$ cat src/rtl/i4003_loader_if.sv
//------------------------------------------------------------------------------
// i4003_loader_if : valid/ready load-port bundle for the i4003 serial loader
// Revision: 1.0
//------------------------------------------------------------------------------
`default_nettype none

interface i4003_loader_if #(
  parameter int WIDTH = 10
);
  logic [WIDTH-1:0] load_data;
  logic             load_valid;
  logic             load_ready;

  modport master (output load_data, output load_valid, input load_ready);
  modport slave  (input load_data, input load_valid, output load_ready);
endinterface

`default_nettype wire

$ cat src/rtl/i4003_loader.sv
//------------------------------------------------------------------------------
// i4003_loader : shifts a parallel word MSB-first into a chain of i4003 stages
// with a divided shift clock; optional readback via I4003_LOADER_READBACK_EN.
// Revision: 1.0
//------------------------------------------------------------------------------
`default_nettype none

module i4003_loader #(
  parameter int WIDTH  = 10,
  parameter int CP_DIV = 4
) (
  input  wire logic        sysclk,
  input  wire logic        reset_n,
  i4003_loader_if.slave    ld,
  output logic             serial_out,
  output logic             cp,
  output logic             enable,
  output logic             busy,
  output logic             done,
  input  wire logic        serial_return,
  output logic [WIDTH-1:0] readback
);

  localparam logic [1:0] c_IDLE     = 2'd0;
  localparam logic [1:0] c_SHIFT_LO = 2'd1;
  localparam logic [1:0] c_SHIFT_HI = 2'd2;
  localparam logic [1:0] c_FINISH   = 2'd3;

  localparam int c_DIV_W = (CP_DIV > 1) ? $clog2(CP_DIV) : 1;
  localparam int c_CNT_W = (WIDTH > 1) ? $clog2(WIDTH) : 1;
  localparam logic [c_DIV_W-1:0] c_DIV_LAST = c_DIV_W'(CP_DIV - 1);
  localparam logic [c_CNT_W-1:0] c_BIT_TOP  = c_CNT_W'(WIDTH - 1);

  logic [1:0]         r_state;
  logic [1:0]         w_next;
  logic [WIDTH-1:0]   r_shift;
  logic [c_CNT_W-1:0] r_bit;
  logic [c_DIV_W-1:0] r_div;
  logic               r_en_hold;
  logic               w_ready;
  logic               w_accept;
  logic               w_div_last;
  logic               w_last_bit;

  assign w_div_last = (r_div == c_DIV_LAST);
  assign w_last_bit = (r_state == c_SHIFT_HI) && w_div_last && (r_bit == '0);
  assign w_accept   = ld.load_valid && w_ready;

  always_ff @(posedge sysclk) begin
    if (!reset_n) r_state <= c_IDLE;
    else          r_state <= w_next;
  end

  always_comb begin
    w_next = r_state;
    case (r_state)
      c_IDLE:     if (w_accept) w_next = c_SHIFT_LO;
      c_SHIFT_LO: if (w_div_last) w_next = c_SHIFT_HI;
      c_SHIFT_HI: if (w_div_last) w_next = (r_bit == '0) ? c_FINISH : c_SHIFT_LO;
      c_FINISH:   w_next = w_accept ? c_SHIFT_LO : c_IDLE;
      default:    w_next = c_IDLE;
    endcase
  end

  always_comb begin
    w_ready = 1'b0;
    busy    = 1'b0;
    cp      = 1'b0;
    done    = 1'b0;
    case (r_state)
      c_IDLE:     w_ready = 1'b1;
      c_SHIFT_LO: busy    = 1'b1;
      c_SHIFT_HI: begin busy = 1'b1; cp = 1'b1; end
      c_FINISH:   begin w_ready = 1'b1; done = 1'b1; end
      default:    w_ready = 1'b0;
    endcase
  end

  assign ld.load_ready = w_ready;
  assign enable        = done | r_en_hold;
  assign serial_out    = busy & r_shift[WIDTH-1];

  // Shift happens on the HI->LO transition so data is stable around each cp rise.
  always_ff @(posedge sysclk) begin
    if (!reset_n) begin
      r_shift   <= '0;
      r_bit     <= '0;
      r_div     <= '0;
      r_en_hold <= 1'b0;
    end else if (w_accept) begin
      r_shift   <= ld.load_data;
      r_bit     <= c_BIT_TOP;
      r_div     <= '0;
      r_en_hold <= 1'b0;
    end else begin
      if (r_state == c_FINISH) r_en_hold <= 1'b1;
      if (busy) begin
        r_div <= w_div_last ? '0 : r_div + 1'b1;
        if ((r_state == c_SHIFT_HI) && w_div_last && (r_bit != '0)) begin
          r_shift <= r_shift << 1;
          r_bit   <= r_bit - 1'b1;
        end
      end
    end
  end

`ifdef I4003_LOADER_READBACK_EN
  logic [WIDTH-1:0] r_rb_shift;
  logic [WIDTH-1:0] r_readback;

  // Sample on the edge that raises cp, i.e. before the 4003 shifts.
  always_ff @(posedge sysclk) begin
    if (!reset_n) begin
      r_rb_shift <= '0;
      r_readback <= '0;
    end else begin
      if ((r_state == c_SHIFT_LO) && w_div_last)
        r_rb_shift <= (r_rb_shift << 1) | WIDTH'(serial_return);
      if (w_last_bit)
        r_readback <= r_rb_shift;
    end
  end

  assign readback = r_readback;
`else
  logic w_unused_return;
  logic w_unused_last;
  assign w_unused_return = serial_return;
  assign w_unused_last   = w_last_bit;
  assign readback        = '0;
`endif

endmodule

`default_nettype wire

$ cat src/flat_wrapper.sv
// flat-port wrapper written by rule: the top's interface ports become plain ports
module i4003_loader_flat 
#(
  parameter int WIDTH  = 10,
  parameter int CP_DIV = 4
)
  (sysclk, reset_n, serial_out, cp, enable, busy, done, serial_return, readback, ld_load_data, ld_load_valid, ld_load_ready);
  i4003_loader_if #(.WIDTH(WIDTH)) ld_i ();
  input  wire logic sysclk;
  input  wire logic reset_n;
  output logic serial_out;
  output logic cp;
  output logic enable;
  output logic busy;
  output logic done;
  input  wire logic serial_return;
  output logic [WIDTH-1:0] readback;
  input wire logic [$bits(ld_i.load_data)-1:0] ld_load_data;
  input wire logic [$bits(ld_i.load_valid)-1:0] ld_load_valid;
  output wire logic [$bits(ld_i.load_ready)-1:0] ld_load_ready;
  assign ld_i.load_data = ld_load_data;
  assign ld_i.load_valid = ld_load_valid;
  assign ld_load_ready = ld_i.load_ready;
  i4003_loader #(.WIDTH(WIDTH), .CP_DIV(CP_DIV)) u_core (.sysclk(sysclk), .reset_n(reset_n), .ld(ld_i), .serial_out(serial_out), .cp(cp), .enable(enable), .busy(busy), .done(done), .serial_return(serial_return), .readback(readback));
endmodule
$ cat config.mk
export PLATFORM = sky130hd
export DESIGN_NAME = i4003_loader_flat
export DESIGN_NICKNAME = d
export VERILOG_FILES = /design/src/rtl/i4003_loader_if.sv /design/src/rtl/i4003_loader.sv /design/src/flat_wrapper.sv
export SDC_FILE = /design/constraint.sdc
export NUM_CORES = 1
export LEC_CHECK = 0
export CAP_MARGIN = 20
export CORE_UTILIZATION = 46
export CTS_CLUSTER_SIZE = 30
export DETAILED_ROUTE_END_ITERATION = 6
export HOLD_SLACK_MARGIN = 0.02
export MAX_ROUTING_LAYER = met4
export PLACE_DENSITY = 0.81
export SLEW_MARGIN = 10
export SYNTH_ARGS = -nofsm -noshare
export SYNTH_HDL_FRONTEND = slang
export SYNTH_SLANG_ARGS = --single-unit
$ cat constraint.sdc
create_clock -name sysclk -period 2.2 [get_ports sysclk]
set_clock_uncertainty 0.2 [all_clocks]
set_input_delay 0.44 -clock sysclk [delete_from_list [all_inputs] [get_ports sysclk]]
set_output_delay 0.44 -clock sysclk [all_outputs]
set_load 0.03 [all_outputs]
==> impl_metrics.csv <==
group,metric,value,unit
min_path,min_path_type,"flip-flop to flip-flop",
timing,fin_crit,2.12,ns
synthesis,ys_ff_latch,19,
route,post_drt_via_cell_ratio,5.43,
pwr,power.share.sequential,0.354,
synthesis,yosys_warnings,0,
clock_network,htree_levels,1,
clock_network,cts.sink_count,19,
synthesis,synthCells,124,
grt,antenna_found_initial,0,
final_layout,regArea,382,um^2
final_layout,instances_no_fill,172,
floorplanning,start_util,0.487,
critical_path,cp_data_required_time,1.56,ns
synthesis,async_flop_share,0,
clock_network,hold_buffers,0,
route,drt_iter0_drc,18,
pwr,p_leak,0.000516,uW
final_layout,multiInputGateArea,602,um^2
placement,port_buffers,18,
floorplanning,core_area,0.00219,mm^2
run_status,outcome,"complete, no violations",
clock_network,cts_made_buffers,3,
final_layout,final_area,0.00127,mm^2
final_layout,insertedDiodeCount,0,
pwr,vdd_drop_max,589,uV
critical_path,arrival,1.48,ns
floorplanning,die_h,50.2,um
synthesis,synth_area,0.00107,mm^2
clock_network,cts_setup_buffers,0,
synthesis,synth_top_flop_cell,"dfxtp_1",
min_path,whs_path_depth,2,
clock_network,cts-root-buf,"clkbuf_4",
timing,hold_viol_final,0,
pwr,power,1350,uW
critical_path,startpoint_type,"flip-flop",
pwr,p_comb_frac,0.510,
final_layout,drive_gt1_frac,0.125,
clock_network,path_clk_slew,0.11,ns
timing,setup_viol,0,
timing,rsz0062_at_grt,"false",
flow_run,maxCapViolations,0,
timing,setup_tns,0,ns
final_layout,num-fill-cells,208,
route,drt_first_pass_iters,4,
synthesis,ys_seq_area_frac,0.356,
grt,grt_use_total,0.198,
placement,place_congestion,0.841,
route,ant_nets,0,
critical_path,end_kind,"output port",
synthesis,synth-edff-count,0,
placement,hpwl,1630,um
final_layout,final_util,0.582,
grt,grt_pass1_wl,3730,um
critical_path,critPathKind,"flip-flop to output port",
synthesis,synth_cell_types,41,
placement,dp_cells,168,
floorplanning,die_area,0.00252,mm^2
critical_path,worstRegToRegCells,5,
pwr,p_int,787,uW
pwr,p_sw,559,uW
final_layout,final_common_cell,"dfxtp_1",
grt,grt_start_max_net_pins,17,
pwr,power_density,1060,mW/mm^2
timing,fmax,472,MHz
route,wl_per_cell,12.9,um
clock_network,cts_tree,"yes",
clock_network,insertion_delay,0.31,ns
synthesis,syn_avg_cell_area,8.61,um^2
final_layout,area_delta_synth_final,19.5,%
floorplanning,num_rows,17,
floorplanning,io_pins,30,
pwr,p_clk_frac,0.137,
final_layout,layout_common_cells,"dfxtp_1, nand2_1, clkdlybuf4s50_1, conb_1",
pwr,switching_share,0.416,
placement,placedInstanceArea,0.00124,mm^2
route,wirelength,2230,um
grt,grt_pass1_vias,870,
timing,period_share,0.963,
timing,finalMaxSlewViolations,0,
clock_network,clockBufferDepth,2,
grt,grt-ovfl-total,0,
floorplanning,fp.dieW,50.2,um
route,vias,934,
critical_path,critPathMaxFanout,11,
final_layout,nets,165,
route,drcViolationCount,0,
[metal layers]
layer / GRT usage / routed length, um
met2: 0.304 / 1060
met1: 0.248 / 1060
met3: 0.0545 / 84
met5: - / 0
met4: 0.0667 / 16
[cells by family (layout without fill, tap and decap cells)]
| group | after synthesis | in the layout | share of synthesized area |
|---|---|---|---|
| and+or+nand+nor | 43 | 43 | 0.226 |
| adders and majority gates | 6 | 6 | 0.0703 |
| buffers and inverters | 23 | 34 | 0.123 |
| AOI/OAI and AO/OA | 32 | 32 | 0.220 |
| other | 1 | 10 | 0.00351 |
| DFF | 19 | 19 | 0.356 |
[cells in the mapped netlist, drive strengths merged, types with 2 or more instances]
cell,number,area [um^2]
nand2,13,48.8
o221ai,6,52.6
clkbuf,2,7.51
a211oi,2,15.0
nor3b,3,33.8
ha,6,75.1
o211ai,3,22.5
nor2b,3,18.8
dfxtp,19,380
o21ai,4,20.0
inv,7,26.3
a21boi,3,22.5
nor2,3,11.3
and3,2,12.5
nand3,9,50.1
a21oi,4,20.0
nor3,2,10.0
buf,14,97.6
[critical path, cell delays in order, from the launching register on]
cell and delay [ns]:
dfxtp_1 0.41, inv_1 0.12, ha_4 0.34, and2_1 0.15, buf_4 0.16
[sequential cells by signal, summed over array words and instances, names as in the netlist]
name              flops
u_core.r_state        2
u_core.r_shift       10
u_core.r_en_hold      1
u_core.r_div          2
u_core.r_bit          4
[worst paths after layout]
path,from,end,slack (ns)
min,u_core.r_shift[8],u_core.r_shift[8],0.30
min reg2reg,u_core.r_shift[8],u_core.r_shift[8],0.30
max,u_core.r_state[1],serial_out,0.08
max reg2reg,u_core.r_state[1],u_core.r_bit[2],0.30
[through the flow]
stage               setup slack (ns)  hold WS, ns
finish                        0.0816        0.296
CTS                          0.00959        0.303
floorplan                      0.126        0.258
global route                 0.00199        0.332
detailed placement            0.0828        0.287
global placement               0.119        0.277
[timing repair]
| item | 4_1_cts | 5_1_grt |
|---|---|---|
| setup endpoints to repair | 4 | 2 |
| resized for setup | 7 | 2 |
| pin swaps | 0 | 0 |
[layout make-up]
class	instances	area share
clock buffer	4	0.0206
inverter	7	0.0206
multi-input combinational	91	0.472
sequential	19	0.299
tap	28	0.0275
timing repair buffer	23	0.160
[power by group through the flow]
stage	registers, uW	logic, uW	clock network [uW]
5_1_grt	483	753	202
3_3_place_gp	475	630	0
6_report	476	686	184
4_1_cts	475	683	189
3_5_place_dp	481	653	0
2_1_floorplan	468	502	0
(Power assumes the default switching activity.)
